===== config.mk =====
export PLATFORM = sky130hd
export DESIGN_NAME = ins_fetch
export DESIGN_NICKNAME = d
export VERILOG_FILES = /design/src/rtl/ins_fetch.sv
export SDC_FILE = /design/constraint.sdc
export NUM_CORES = 1
export LEC_CHECK = 0
export ABC_AREA = 1
export CELL_PAD_IN_SITES_DETAIL_PLACEMENT = 1
export CELL_PAD_IN_SITES_GLOBAL_PLACEMENT = 2
export CORE_MARGIN = 5
export CORE_UTILIZATION = 35
export DETAILED_ROUTE_END_ITERATION = 10
export PLACE_DENSITY = 0.95
export SLEW_MARGIN = 20
export SYNTH_ARGS = -nofsm -noshare
export SYNTH_HDL_FRONTEND = slang
export SYNTH_SLANG_ARGS = --single-unit

===== constraint.sdc =====
create_clock -name clk -period 25.2 [get_ports clk]
set_input_delay 2.52 -clock clk [delete_from_list [all_inputs] [get_ports clk]]
set_output_delay 2.52 -clock clk [all_outputs]
set_load 0.005 [all_outputs]

===== src/rtl/ins_fetch.sv =====
// Front-end fetch stage.
// Requests 32-bit words from the icache at the current pc and splits them into RV32I or RV32C
// instructions. Direct jumps are resolved locally. Conditional branches are predicted with a
// table of 2-bit saturating counters. The stage hands one instruction at a time to the decoder,
// and ROB flushes redirect it.
module ins_fetch #(
    parameter int unsigned          RAM_ADR_W = 32,
    parameter logic [RAM_ADR_W-1:0] RST_PC    = '0,
    parameter int unsigned          BHT_BIT   = 6
) (
    input  logic                 clk,
    input  logic                 rst,
    input  logic                 en,
    // icache
    output logic                 ic_req_o,
    output logic [RAM_ADR_W-1:0] ic_adr_o,
    input  logic                 ic_rdy_i,
    input  logic [31:0]          ic_dat_i,
    // backpressure and redirect
    input  logic                 dc_full_i,
    input  logic                 rob_flush_i,
    input  logic [RAM_ADR_W-1:0] rob_pc_i,
    input  logic                 rob_upd_i,
    input  logic [RAM_ADR_W-1:0] rob_upd_pc_i,
    input  logic                 rob_tk_i,
    // decoder
    output logic                 dec_en_o,
    output logic                 dec_ic_o,
    output logic [31:0]          dec_ins_o,
    output logic [RAM_ADR_W-1:0] dec_pc_o,
    output logic                 dec_pbr_o
);

    localparam int BhtN = 1 << BHT_BIT;

    localparam logic [1:0] S_REQ  = 2'd0;
    localparam logic [1:0] S_WAIT = 2'd1;
    localparam logic [1:0] S_OUT  = 2'd2;
    localparam logic [1:0] S_DROP = 2'd3;

    logic [1:0]           state_q, state_d;
    logic [RAM_ADR_W-1:0] pc_q, pc_d;
    logic                 req_q, req_d;
    logic [RAM_ADR_W-1:0] adr_q, adr_d;
    logic [RAM_ADR_W-1:0] nxt_q, nxt_d;
    logic                 dic_q, dic_d;
    logic [31:0]          dins_q, dins_d;
    logic [RAM_ADR_W-1:0] dpc_q, dpc_d;
    logic                 dpbr_q, dpbr_d;
    logic [1:0]           bht_q [BhtN];
    logic [1:0]           bht_d [BhtN];
    logic                 dec_en;

    // Only the index bits of the committed-branch pc address the table.
    logic unused_upd_pc;
    assign unused_upd_pc = ^{rob_upd_pc_i[RAM_ADR_W-1:BHT_BIT+1], rob_upd_pc_i[0]};

    // ------------------------------------------------------------------
    // Predecode of the word arriving from the icache.
    // ------------------------------------------------------------------
    logic        is_c;
    logic [6:0]  opc;
    logic [2:0]  c_f3;
    logic        c_q01;
    logic        is_jal, is_br, is_cj, is_cb;
    logic [31:0] imm_j, imm_b, imm_cj, imm_cb;
    logic [31:0] pc_w;
    logic [31:0] tgt_off;
    logic [31:0] nxt_sum;
    logic        pred_tk;
    logic [BHT_BIT-1:0] idx_f, idx_u;

    assign is_c   = (ic_dat_i[1:0] != 2'b11);
    assign opc    = ic_dat_i[6:0];
    assign c_f3   = ic_dat_i[15:13];
    assign c_q01  = (ic_dat_i[1:0] == 2'b01);
    assign is_jal = !is_c && (opc == 7'b1101111);
    assign is_br  = !is_c && (opc == 7'b1100011);
    assign is_cj  = c_q01 && ((c_f3 == 3'b101) || (c_f3 == 3'b001));
    assign is_cb  = c_q01 && ((c_f3 == 3'b110) || (c_f3 == 3'b111));

    assign imm_j  = {{11{ic_dat_i[31]}}, ic_dat_i[31], ic_dat_i[19:12], ic_dat_i[20],
                     ic_dat_i[30:21], 1'b0};
    assign imm_b  = {{19{ic_dat_i[31]}}, ic_dat_i[31], ic_dat_i[7], ic_dat_i[30:25],
                     ic_dat_i[11:8], 1'b0};
    assign imm_cj = {{20{ic_dat_i[12]}}, ic_dat_i[12], ic_dat_i[8], ic_dat_i[10:9],
                     ic_dat_i[6], ic_dat_i[7], ic_dat_i[2], ic_dat_i[11], ic_dat_i[5:3], 1'b0};
    assign imm_cb = {{23{ic_dat_i[12]}}, ic_dat_i[12], ic_dat_i[6:5], ic_dat_i[2],
                     ic_dat_i[11:10], ic_dat_i[4:3], 1'b0};

    assign pc_w  = 32'(pc_q);
    assign idx_f = pc_q[BHT_BIT:1];
    assign idx_u = rob_upd_pc_i[BHT_BIT:1];

    // Select the pc offset of the following instruction and the prediction bit.
    always_comb begin
        pred_tk = 1'b0;
        tgt_off = is_c ? 32'd2 : 32'd4;
        if (is_jal) begin
            tgt_off = imm_j;
        end else if (is_cj) begin
            tgt_off = imm_cj;
        end else if (is_br || is_cb) begin
            // Reads the table before any same-cycle commit update.
            pred_tk = bht_q[idx_f][1];
            if (pred_tk) begin
                tgt_off = is_br ? imm_b : imm_cb;
            end
        end
        nxt_sum = pc_w + tgt_off;
    end

    // ------------------------------------------------------------------
    // Next-state logic: FSM, pc, request, latched decode and BHT.
    // ------------------------------------------------------------------
    always_comb begin
        state_d = state_q;
        pc_d    = pc_q;
        req_d   = req_q;
        adr_d   = adr_q;
        nxt_d   = nxt_q;
        dic_d   = dic_q;
        dins_d  = dins_q;
        dpc_d   = dpc_q;
        dpbr_d  = dpbr_q;
        bht_d   = bht_q;
        dec_en  = 1'b0;

        if (en) begin
            // Commit updates apply even while a flush is in progress.
            if (rob_upd_i) begin
                if (rob_tk_i) begin
                    if (bht_q[idx_u] != 2'b11) begin
                        bht_d[idx_u] = bht_q[idx_u] + 2'd1;
                    end
                end else if (bht_q[idx_u] != 2'b00) begin
                    bht_d[idx_u] = bht_q[idx_u] - 2'd1;
                end
            end

            if (rob_flush_i) begin
                pc_d = rob_pc_i;
                case (state_q)
                    S_WAIT: begin
                        // An outstanding response must still be swallowed.
                        if (ic_rdy_i) begin
                            req_d   = 1'b0;
                            state_d = S_REQ;
                        end else begin
                            state_d = S_DROP;
                        end
                    end
                    S_DROP: begin
                        if (ic_rdy_i) begin
                            req_d   = 1'b0;
                            state_d = S_REQ;
                        end
                    end
                    default: state_d = S_REQ;
                endcase
            end else begin
                case (state_q)
                    S_REQ: begin
                        req_d   = 1'b1;
                        adr_d   = pc_q;
                        state_d = S_WAIT;
                    end
                    S_WAIT: begin
                        if (ic_rdy_i) begin
                            req_d   = 1'b0;
                            dic_d   = is_c;
                            dins_d  = is_c ? {16'h0000, ic_dat_i[15:0]} : ic_dat_i;
                            dpc_d   = pc_q;
                            dpbr_d  = pred_tk;
                            nxt_d   = nxt_sum[RAM_ADR_W-1:0];
                            state_d = S_OUT;
                        end
                    end
                    S_OUT: begin
                        if (!dc_full_i) begin
                            dec_en  = 1'b1;
                            pc_d    = nxt_q;
                            state_d = S_REQ;
                        end
                    end
                    default: begin
                        if (ic_rdy_i) begin
                            req_d   = 1'b0;
                            state_d = S_REQ;
                        end
                    end
                endcase
            end
        end
    end

    // State registers with asynchronous reset.
    always_ff @(posedge clk or posedge rst) begin
        if (rst) begin
            state_q <= S_REQ;
            pc_q    <= RST_PC;
            req_q   <= 1'b0;
            adr_q   <= '0;
            nxt_q   <= '0;
            dic_q   <= 1'b0;
            dins_q  <= '0;
            dpc_q   <= '0;
            dpbr_q  <= 1'b0;
            for (int i = 0; i < BhtN; i++) begin
                bht_q[i] <= 2'b01;
            end
        end else begin
            state_q <= state_d;
            pc_q    <= pc_d;
            req_q   <= req_d;
            adr_q   <= adr_d;
            nxt_q   <= nxt_d;
            dic_q   <= dic_d;
            dins_q  <= dins_d;
            dpc_q   <= dpc_d;
            dpbr_q  <= dpbr_d;
            bht_q   <= bht_d;
        end
    end

    assign ic_req_o  = req_q;
    assign ic_adr_o  = adr_q;
    assign dec_en_o  = dec_en;
    assign dec_ic_o  = dic_q;
    assign dec_ins_o = dins_q;
    assign dec_pc_o  = dpc_q;
    assign dec_pbr_o = dpbr_q;

endmodule


==> impl_metrics.xml, run 1 <==
<?xml version="1.0" encoding="UTF-8"?>
<metrics>
  <group name="sta">
    <metric name="timing.final.setup_violations" unit="">0</metric>
    <metric name="final_worst_path_period_share" unit="">0.292</metric>
    <metric name="maxSlewHeadroom" unit="">0.292</metric>
    <metric name="timing_worst_slew_pin_value" unit="ns">1.06</metric>
    <metric name="timing.clock.skew" unit="ns">0.0277</metric>
    <metric name="rsz0062_at_grt" unit="">no</metric>
    <metric name="finalSetupTns" unit="ns">0</metric>
    <metric name="slew_viol_final" unit="">0</metric>
    <metric name="final_hold_viol_count" unit="">0</metric>
    <metric name="post_layout_min_period" unit="ns">7.35</metric>
    <metric name="maxClockFrequency" unit="MHz">136</metric>
  </group>
  <group name="power">
    <metric name="power.share.clock" unit="">0.299</metric>
    <metric name="power_density" unit="nW/um^2">95.9</metric>
    <metric name="pwr-share-comb" unit="">0.306</metric>
    <metric name="peakVddDrop" unit="V">0.0000378</metric>
    <metric name="swShare" unit="">0.338</metric>
    <metric name="seqPwrFrac" unit="">0.395</metric>
    <metric name="total_power" unit="mW">1.76</metric>
    <metric name="p_int" unit="mW">1.17</metric>
    <metric name="switchingPower" unit="mW">0.595</metric>
    <metric name="p_leak" unit="nW">8.03</metric>
  </group>
  <group name="worst_setup_path">
    <metric name="crit_fanout" unit="">13</metric>
    <metric name="timing.critical_path.from_type" unit="">primary input</metric>
    <metric name="timing.setup.critical_path_class" unit="">in -&gt; reg</metric>
    <metric name="ff2ff_setup_slack" unit="ns">19.55</metric>
    <metric name="arrival" unit="ns">7.78</metric>
    <metric name="worst_ep_required_time" unit="ns">25.63</metric>
    <metric name="endpoint_kind" unit="">flip-flop</metric>
  </group>
  <group name="clocking">
    <metric name="worstSkewPairLatency" unit="ns">0.56</metric>
    <metric name="clock_sinks" unit="">292</metric>
    <metric name="cts_tree" unit="">done</metric>
    <metric name="post_cts.resized_instances" unit="">0</metric>
    <metric name="cts_inserted_buffers" unit="">36</metric>
    <metric name="post_cts.repair.setup_buffers" unit="">0</metric>
    <metric name="cts.reportedPaths.clkPinSlew" unit="ns">0.06</metric>
    <metric name="holdBufCountCts" unit="">0</metric>
    <metric name="cts.htree.levels" unit="">2</metric>
    <metric name="cts.root.buffer_cell" unit="">sky130_fd_sc_hd__clkbuf_16</metric>
    <metric name="cts_max_path_buffers" unit="">3</metric>
  </group>
  <group name="drt">
    <metric name="drt_iter0_drc" unit="">1089</metric>
    <metric name="detail_route.wirelength" unit="um">51600</metric>
    <metric name="ant_nets" unit="">0</metric>
    <metric name="post_drt_wl_per_cell" unit="um">20.0</metric>
    <metric name="drt-vias-per-instance" unit="">5.37</metric>
    <metric name="first_pass_iteration_count_of_the_detailed_router" unit="">5</metric>
    <metric name="vias" unit="">13816</metric>
    <metric name="drc_errors" unit="">0</metric>
  </group>
  <group name="logic_synthesis">
    <metric name="synth_flop_cell" unit="">sky130_fd_sc_hd__dfrtp_1</metric>
    <metric name="syn-instance-count" unit="">1860</metric>
    <metric name="async_flop_share" unit="">1.00</metric>
    <metric name="post_synth.cell_area_avg" unit="sq um">8.05</metric>
    <metric name="ys_seq_elements" unit="">292</metric>
    <metric name="yosys.cell_types.count" unit="">46</metric>
    <metric name="post_synth_instance_area" unit="sq um">15000</metric>
    <metric name="synth_edf_count" unit="">0</metric>
    <metric name="synthesis.nets" unit="">1997</metric>
    <metric name="yosysSeqAreaShare" unit="">0.494</metric>
    <metric name="synth-warning-count" unit="">0</metric>
  </group>
  <group name="floorplanning">
    <metric name="ioPinCount" unit="">204</metric>
    <metric name="die_x" unit="um">217</metric>
    <metric name="dieArea" unit="sq um">47000</metric>
    <metric name="core.rowCount" unit="">75</metric>
    <metric name="placeableCoreArea" unit="sq um">42100</metric>
    <metric name="initial_core_util" unit="">0.355</metric>
    <metric name="chipHeight" unit="um">217</metric>
  </group>
  <group name="min_path">
    <metric name="min-delay-path-class" unit="">reg -&gt; reg</metric>
  </group>
  <group name="global_routing">
    <metric name="globalRoute.totalOverflow" unit="">0</metric>
    <metric name="antenna_found_initial" unit="">3</metric>
    <metric name="grt_use_total" unit="">0.214</metric>
    <metric name="global_route.usage.met2" unit="">0.371</metric>
    <metric name="grtUsageMet3" unit="">0.0404</metric>
    <metric name="first_global_vias" unit="">14646</metric>
    <metric name="grt_start_max_net_pins" unit="">152</metric>
    <metric name="global_route.usage.met1" unit="">0.269</metric>
    <metric name="grt_pass1_wl" unit="um">81200</metric>
    <metric name="grt_busiest_layer" unit="">met2</metric>
  </group>
  <group name="placement">
    <metric name="rd_place_congestion" unit="">0.851</metric>
    <metric name="placed_cell_area" unit="sq um">17200</metric>
    <metric name="dp_hpwl" unit="um">35500</metric>
    <metric name="place.port_buffers" unit="">177</metric>
  </group>
  <group name="status">
    <metric name="outcome" unit="">completed</metric>
  </group>
  <group name="final_layout">
    <metric name="layout-drive-gt1-share" unit="">0.0919</metric>
    <metric name="final_design_area_no_fill" unit="sq um">18400</metric>
    <metric name="design.final.nets" unit="">2145</metric>
    <metric name="mostFrequentLayoutCell" unit="">sky130_fd_sc_hd__nand2_1</metric>
    <metric name="layout_filler_cell_count" unit="">5043</metric>
    <metric name="relative_area_change_from_synthesis_to_final_layout" unit="%">22.8</metric>
    <metric name="final_cell_mix" unit="">sky130_fd_sc_hd__nand2_1, sky130_fd_sc_hd__dfrtp_1, sky130_fd_sc_hd__o21ai_0, sky130_fd_sc_hd__inv_1, sky130_fd_sc_hd__clkdlybuf4s50_1</metric>
  </group>
  <group name="job">
    <metric name="max-cap-violations" unit="">0</metric>
  </group>
</metrics>
cell families after synthesis:
kind of cell	Yosys count	share of synthesized area
buf+inv	274	0.0756
fa+ha+maj	33	0.0281
compound gates	489	0.185
xor+xnor	8	0.00468
flops	292	0.494
simple gates	764	0.213
worst paths after layout:
kind,cells after the start,to,from
worst min-delay path,2,flip-flop,flip-flop
worst max register to register,31,nxt_q[31],pc_q[2]
worst min register to register,2,flip-flop,flip-flop
worst max-delay path,26,nxt_q[31],ic_dat_i[1]
max in group asynchronous,3,pc_q[29],rst
min in group asynchronous,2,dec_pc_o[9],rst
power by group through the flow:
stage	registers (mW)	clock network, mW	logic, mW
after floorplan	0.684	0	0.272
after global placement	0.695	0	0.519
after detailed placement	0.701	0	0.540
after CTS	0.696	0.539	0.546
after global routing	0.710	0.558	0.598
final	0.696	0.527	0.539
routing by layer:
metal,wire (um),share of wire,vias to the layer above
met3,2770,0.054,105
met2,25000,0.48,358
li1,-,-,6501
met1,22200,0.43,6848
met5,21,0.00041,-
met4,1610,0.031,4
metrics by stage:
| stage | setup WS (ns) | std cells | util | hold slack, ns |
|---|---|---|---|---|
| 3_3_place_gp | 17.54 | 2508 | 0.407 | 0.455 |
| 3_5_place_dp | 17.38 | 2508 | 0.407 | 0.466 |
| 2_1_floorplan | 14.72 | 1860 | - | 0.445 |
| 4_1_cts | 17.92 | 2572 | 0.435 | 0.475 |
| 5_1_grt | 17.32 | 2574 | 0.436 | 0.490 |
| 6_report | 17.85 | 2575 | 0.436 | 0.474 |
final cells by class:
cell class	instances	area, sq um	area share
antenna	2	5.00	0.000272
clock buffer	54	1020	0.0554
clock inverter	10	161	0.00878
inverter	194	739	0.0402
multi-input combinational	1294	6490	0.353
sequential	292	7390	0.402
tap	539	674	0.0367
timing repair buffer	190	1900	0.104
worst max-delay path, cell delays in order:
cell,delay [ns]
sky130_fd_sc_hd__clkdlybuf4s50_1,0.51
sky130_fd_sc_hd__nand2_1,0.28
sky130_fd_sc_hd__inv_1,0.46
sky130_fd_sc_hd__nand4_1,0.45
sky130_fd_sc_hd__o31ai_1,0.19
sky130_fd_sc_hd__nand2_1,0.14
sky130_fd_sc_hd__nand2_1,0.21
sky130_fd_sc_hd__nand2_1,0.08
sky130_fd_sc_hd__nand2_1,0.07
sky130_fd_sc_hd__o21a_1,0.19
sky130_fd_sc_hd__inv_1,0.08
sky130_fd_sc_hd__fa_1,0.38
sky130_fd_sc_hd__inv_1,0.07
sky130_fd_sc_hd__nand2_1,0.06
sky130_fd_sc_hd__o21ai_1,0.24
sky130_fd_sc_hd__a21oi_1,0.17
sky130_fd_sc_hd__o21ai_0,0.45
sky130_fd_sc_hd__a21oi_1,0.21
sky130_fd_sc_hd__o21ai_0,0.42
sky130_fd_sc_hd__nand2_1,0.14
sky130_fd_sc_hd__nand2_1,0.10
sky130_fd_sc_hd__nand2_1,0.08
sky130_fd_sc_hd__inv_1,0.07
sky130_fd_sc_hd__nand3_1,0.07
sky130_fd_sc_hd__nand3_1,0.06
sky130_fd_sc_hd__nand2_1,0.06
Yosys cell counts, drive strengths merged, types with 2 or more instances:
library cell,count,area share
dfrtp,228,0.38
a21oi,85,0.028
nor3,14,0.0047
dfstp,64,0.11
nor2,151,0.038
a22oi,10,0.0050
a221oi,8,0.0047
or2,34,0.014
nand2,447,0.11
ha,32,0.027
o21ai,269,0.090
a22o,9,0.0053
o22ai,29,0.012
nor4,2,0.00084
buf,30,0.014
xnor2,4,0.0023
a31oi,14,0.0059
o41ai,8,0.0047
clkinv,2,0.00058
inv,192,0.048
nand4,14,0.0059
o211ai,34,0.017
a21boi,3,0.0015
o31ai,11,0.0055
o221ai,2,0.0012
nand3,100,0.036
clkbuf,50,0.013
xor2,4,0.0023
a21o,2,0.0010
o21a,2,0.0010
No activity file was read; power rests on OpenSTA's default activity.
==> run 2, diff against run 1 <==
--- a/config.mk
+++ b/config.mk
@@ -9,9 +9,9 @@
 export CELL_PAD_IN_SITES_DETAIL_PLACEMENT = 1
 export CELL_PAD_IN_SITES_GLOBAL_PLACEMENT = 2
 export CORE_MARGIN = 5
-export CORE_UTILIZATION = 35
+export CORE_UTILIZATION = 33
 export DETAILED_ROUTE_END_ITERATION = 10
-export PLACE_DENSITY = 0.95
+export PLACE_DENSITY = 0.91
 export SLEW_MARGIN = 20
 export SYNTH_ARGS = -nofsm -noshare
 export SYNTH_HDL_FRONTEND = slang
==> constraint.sdc (replaced) <==
create_clock -name clk -period 6.8 [get_ports clk]
set_input_delay 0.68 -clock clk [delete_from_list [all_inputs] [get_ports clk]]
set_output_delay 0.68 -clock clk [all_outputs]
set_load 0.005 [all_outputs]
==> run 2 against run 1 <==
- hold slack lost 0.047 ns
- sequential cell count is the same
- sequential share of layout area shrank 0.27 points
- critical path depth is the same
- non-clock buffer count grew 4
- critical endpoint unchanged
==> impl_metrics.xml, run 2 (synthesis gave the netlist of run 1 again) <==
<?xml version="1.0" encoding="UTF-8"?>
<metrics>
  <group name="floorplanning">
    <metric name="placeableCoreArea" unit="sq um">45100</metric>
    <metric name="die_x" unit="um">223</metric>
    <metric name="dieArea" unit="sq um">49700</metric>
    <metric name="initial_core_util" unit="">0.332</metric>
    <metric name="ioPinCount" unit="">204</metric>
    <metric name="chipHeight" unit="um">223</metric>
    <metric name="core.rowCount" unit="">78</metric>
  </group>
  <group name="sta">
    <metric name="rsz0062_at_grt" unit="">no</metric>
    <metric name="maxClockFrequency" unit="MHz">183</metric>
    <metric name="timing.final.setup_violations" unit="">0</metric>
    <metric name="final_hold_viol_count" unit="">0</metric>
    <metric name="slew_viol_final" unit="">0</metric>
    <metric name="final_worst_path_period_share" unit="">0.805</metric>
    <metric name="timing.clock.skew" unit="ns">0.0500</metric>
    <metric name="timing_worst_slew_pin_value" unit="ns">0.963</metric>
    <metric name="maxSlewHeadroom" unit="">0.358</metric>
    <metric name="finalSetupTns" unit="ns">0</metric>
    <metric name="post_layout_min_period" unit="ns">5.47</metric>
  </group>
  <group name="placement">
    <metric name="placed_cells_incl_taps" unit="">2574</metric>
    <metric name="placed_cell_area" unit="sq um">17300</metric>
    <metric name="place.port_buffers" unit="">177</metric>
    <metric name="dp_hpwl" unit="um">35700</metric>
    <metric name="rd_place_congestion" unit="">0.864</metric>
  </group>
  <group name="clocking">
    <metric name="cts.root.buffer_cell" unit="">sky130_fd_sc_hd__clkbuf_16</metric>
    <metric name="cts.htree.levels" unit="">2</metric>
    <metric name="cts_tree" unit="">done</metric>
    <metric name="cts.reportedPaths.clkPinSlew" unit="ns">0.06</metric>
    <metric name="worstSkewPairLatency" unit="ns">0.58</metric>
    <metric name="holdBufCountCts" unit="">0</metric>
    <metric name="post_cts.repair.setup_buffers" unit="">0</metric>
    <metric name="post_cts.resized_instances" unit="">0</metric>
    <metric name="cts_inserted_buffers" unit="">36</metric>
    <metric name="clock_sinks" unit="">292</metric>
    <metric name="cts_max_path_buffers" unit="">3</metric>
  </group>
  <group name="worst_setup_path">
    <metric name="timing.setup.critical_path_class" unit="">in -&gt; reg</metric>
    <metric name="worst_ep_required_time" unit="ns">7.25</metric>
    <metric name="crit_fanout" unit="">13</metric>
    <metric name="endpoint_kind" unit="">flip-flop</metric>
    <metric name="timing.critical_path.from_type" unit="">primary input</metric>
    <metric name="arrival" unit="ns">5.92</metric>
  </group>
  <group name="global_routing">
    <metric name="first_global_vias" unit="">14334</metric>
    <metric name="globalRoute.totalOverflow" unit="">0</metric>
    <metric name="grt_start_max_net_pins" unit="">156</metric>
    <metric name="grt_pass1_wl" unit="um">81000</metric>
    <metric name="antenna_found_initial" unit="">0</metric>
    <metric name="grt_use_total" unit="">0.201</metric>
  </group>
  <group name="final_layout">
    <metric name="layout-drive-gt1-share" unit="">0.0961</metric>
    <metric name="final_design_area_no_fill" unit="sq um">18500</metric>
    <metric name="mostFrequentLayoutCell" unit="">sky130_fd_sc_hd__nand2_1</metric>
    <metric name="finalCoreUtilization" unit="">0.410</metric>
    <metric name="final_cell_mix" unit="">sky130_fd_sc_hd__nand2_1, sky130_fd_sc_hd__dfrtp_1, sky130_fd_sc_hd__o21ai_0, sky130_fd_sc_hd__inv_1, sky130_fd_sc_hd__clkdlybuf4s50_1</metric>
    <metric name="stdcell_count" unit="">2641</metric>
    <metric name="relative_area_change_from_synthesis_to_final_layout" unit="%">23.6</metric>
    <metric name="design.final.nets" unit="">2149</metric>
  </group>
  <group name="power">
    <metric name="power_density" unit="nW/um^2">354</metric>
    <metric name="total_power" unit="mW">6.56</metric>
    <metric name="peakVddDrop" unit="V">0.000166</metric>
    <metric name="p_leak" unit="nW">8.06</metric>
  </group>
  <group name="status">
    <metric name="outcome" unit="">completed</metric>
  </group>
  <group name="drt">
    <metric name="drt-vias-per-instance" unit="">5.22</metric>
    <metric name="drc_errors" unit="">0</metric>
    <metric name="vias" unit="">13785</metric>
    <metric name="first_pass_iteration_count_of_the_detailed_router" unit="">5</metric>
    <metric name="drt_iter0_drc" unit="">1081</metric>
    <metric name="ant_nets" unit="">0</metric>
    <metric name="detail_route.wirelength" unit="um">51100</metric>
    <metric name="post_drt_wl_per_cell" unit="um">19.3</metric>
  </group>
  <group name="job">
    <metric name="max-cap-violations" unit="">0</metric>
  </group>
  <group name="min_path">
    <metric name="min-delay-path-class" unit="">in -&gt; async</metric>
  </group>
</metrics>
run 2: cell types whose count changed in the layout (fill, tap and decap cells not counted), moves of 2 or more:
cell                         previous run  this run
sky130_fd_sc_hd__inv_6                  2         0
sky130_fd_sc_hd__buf_4                 11        16
sky130_fd_sc_hd__clkbuf_8               5         3
sky130_fd_sc_hd__clkinv_2               3         8
sky130_fd_sc_hd__clkinvlp_4             1         3
sky130_fd_sc_hd__clkbuf_1              13        10
run 2: critical path, cell delays in order:
cell and delay, ns:
sky130_fd_sc_hd__clkdlybuf4s50_1 0.54, sky130_fd_sc_hd__nand2_1 0.26, sky130_fd_sc_hd__inv_1 0.44, sky130_fd_sc_hd__nand4_1 0.48, sky130_fd_sc_hd__o31ai_1 0.19, sky130_fd_sc_hd__nand2_1 0.14, sky130_fd_sc_hd__nand2_1 0.20, sky130_fd_sc_hd__nand2_1 0.10
sky130_fd_sc_hd__nand2_1 0.08, sky130_fd_sc_hd__o21a_1 0.19, sky130_fd_sc_hd__inv_1 0.09, sky130_fd_sc_hd__fa_1 0.39, sky130_fd_sc_hd__inv_1 0.09, sky130_fd_sc_hd__nand2_1 0.08, sky130_fd_sc_hd__o21ai_1 0.23, sky130_fd_sc_hd__a21oi_1 0.19
sky130_fd_sc_hd__o21ai_0 0.39, sky130_fd_sc_hd__a21oi_1 0.20, sky130_fd_sc_hd__o21ai_0 0.39, sky130_fd_sc_hd__nand2_1 0.14, sky130_fd_sc_hd__nand2_1 0.09, sky130_fd_sc_hd__nand2_1 0.07, sky130_fd_sc_hd__inv_1 0.06, sky130_fd_sc_hd__nand3_1 0.07
sky130_fd_sc_hd__nand3_1 0.07, sky130_fd_sc_hd__nand2_1 0.05
run 2: per-stage QoR:
stage               worst slack, ns  hold slack [ns]
detailed placement            0.862            0.464
finish                         1.33            0.427
global placement               1.12            0.455
CTS                            1.36            0.428
floorplan                      2.30            0.445
global route                  0.849            0.446
run 2: worst paths after layout:
| kind | start | to | slack, ns | cells after the start |
|---|---|---|---|---|
| worst max-delay path | ic_dat_i[1] | nxt_q[31] | 1.33 | 26 |
| worst min-delay path | rst | dec_pc_o[4] | 0.43 | 2 |
| worst max register to register | pc_q[1] | nxt_q[31] | 1.35 | 31 |
| worst min register to register | dec_ins_o[1] | dec_ins_o[1] | 0.47 | 2 |
| max in group asynchronous | rst | nxt_q[1] | 5.13 | 3 |
| min in group clk | dec_ins_o[1] | dec_ins_o[1] | 0.47 | 2 |
run 2: final cells by class:
class / instances / area (sq um)
clock inverters: 17 / 245
fillers: 5372 / 26600
flip-flops and latches: 292 / 7390
multi-input cells: 1294 / 6490
well taps: 600 / 751
inverters: 194 / 736
repair buffers: 194 / 1910
diodes: 1 / 2.50
clock buffers: 49 / 980
run 2: power by group:
group          leakage [nW]  internal [mW]  total, mW  switching [mW]
logic                  3.87          0.906       1.98            1.08
clock network         0.593           1.18       1.99           0.810
registers              3.60           2.26       2.58           0.320
total                  8.06           4.35       6.56            2.21
run 2: metal layers:
metal,track usage,up-vias,routed length (um),share of wire
li1,-,6512,-,-
met1,0.263,6861,22300,0.44
met2,0.348,344,25100,0.49
met3,0.0321,68,2600,0.051
met4,0.0488,0,1040,0.020
met5,0,-,0,0
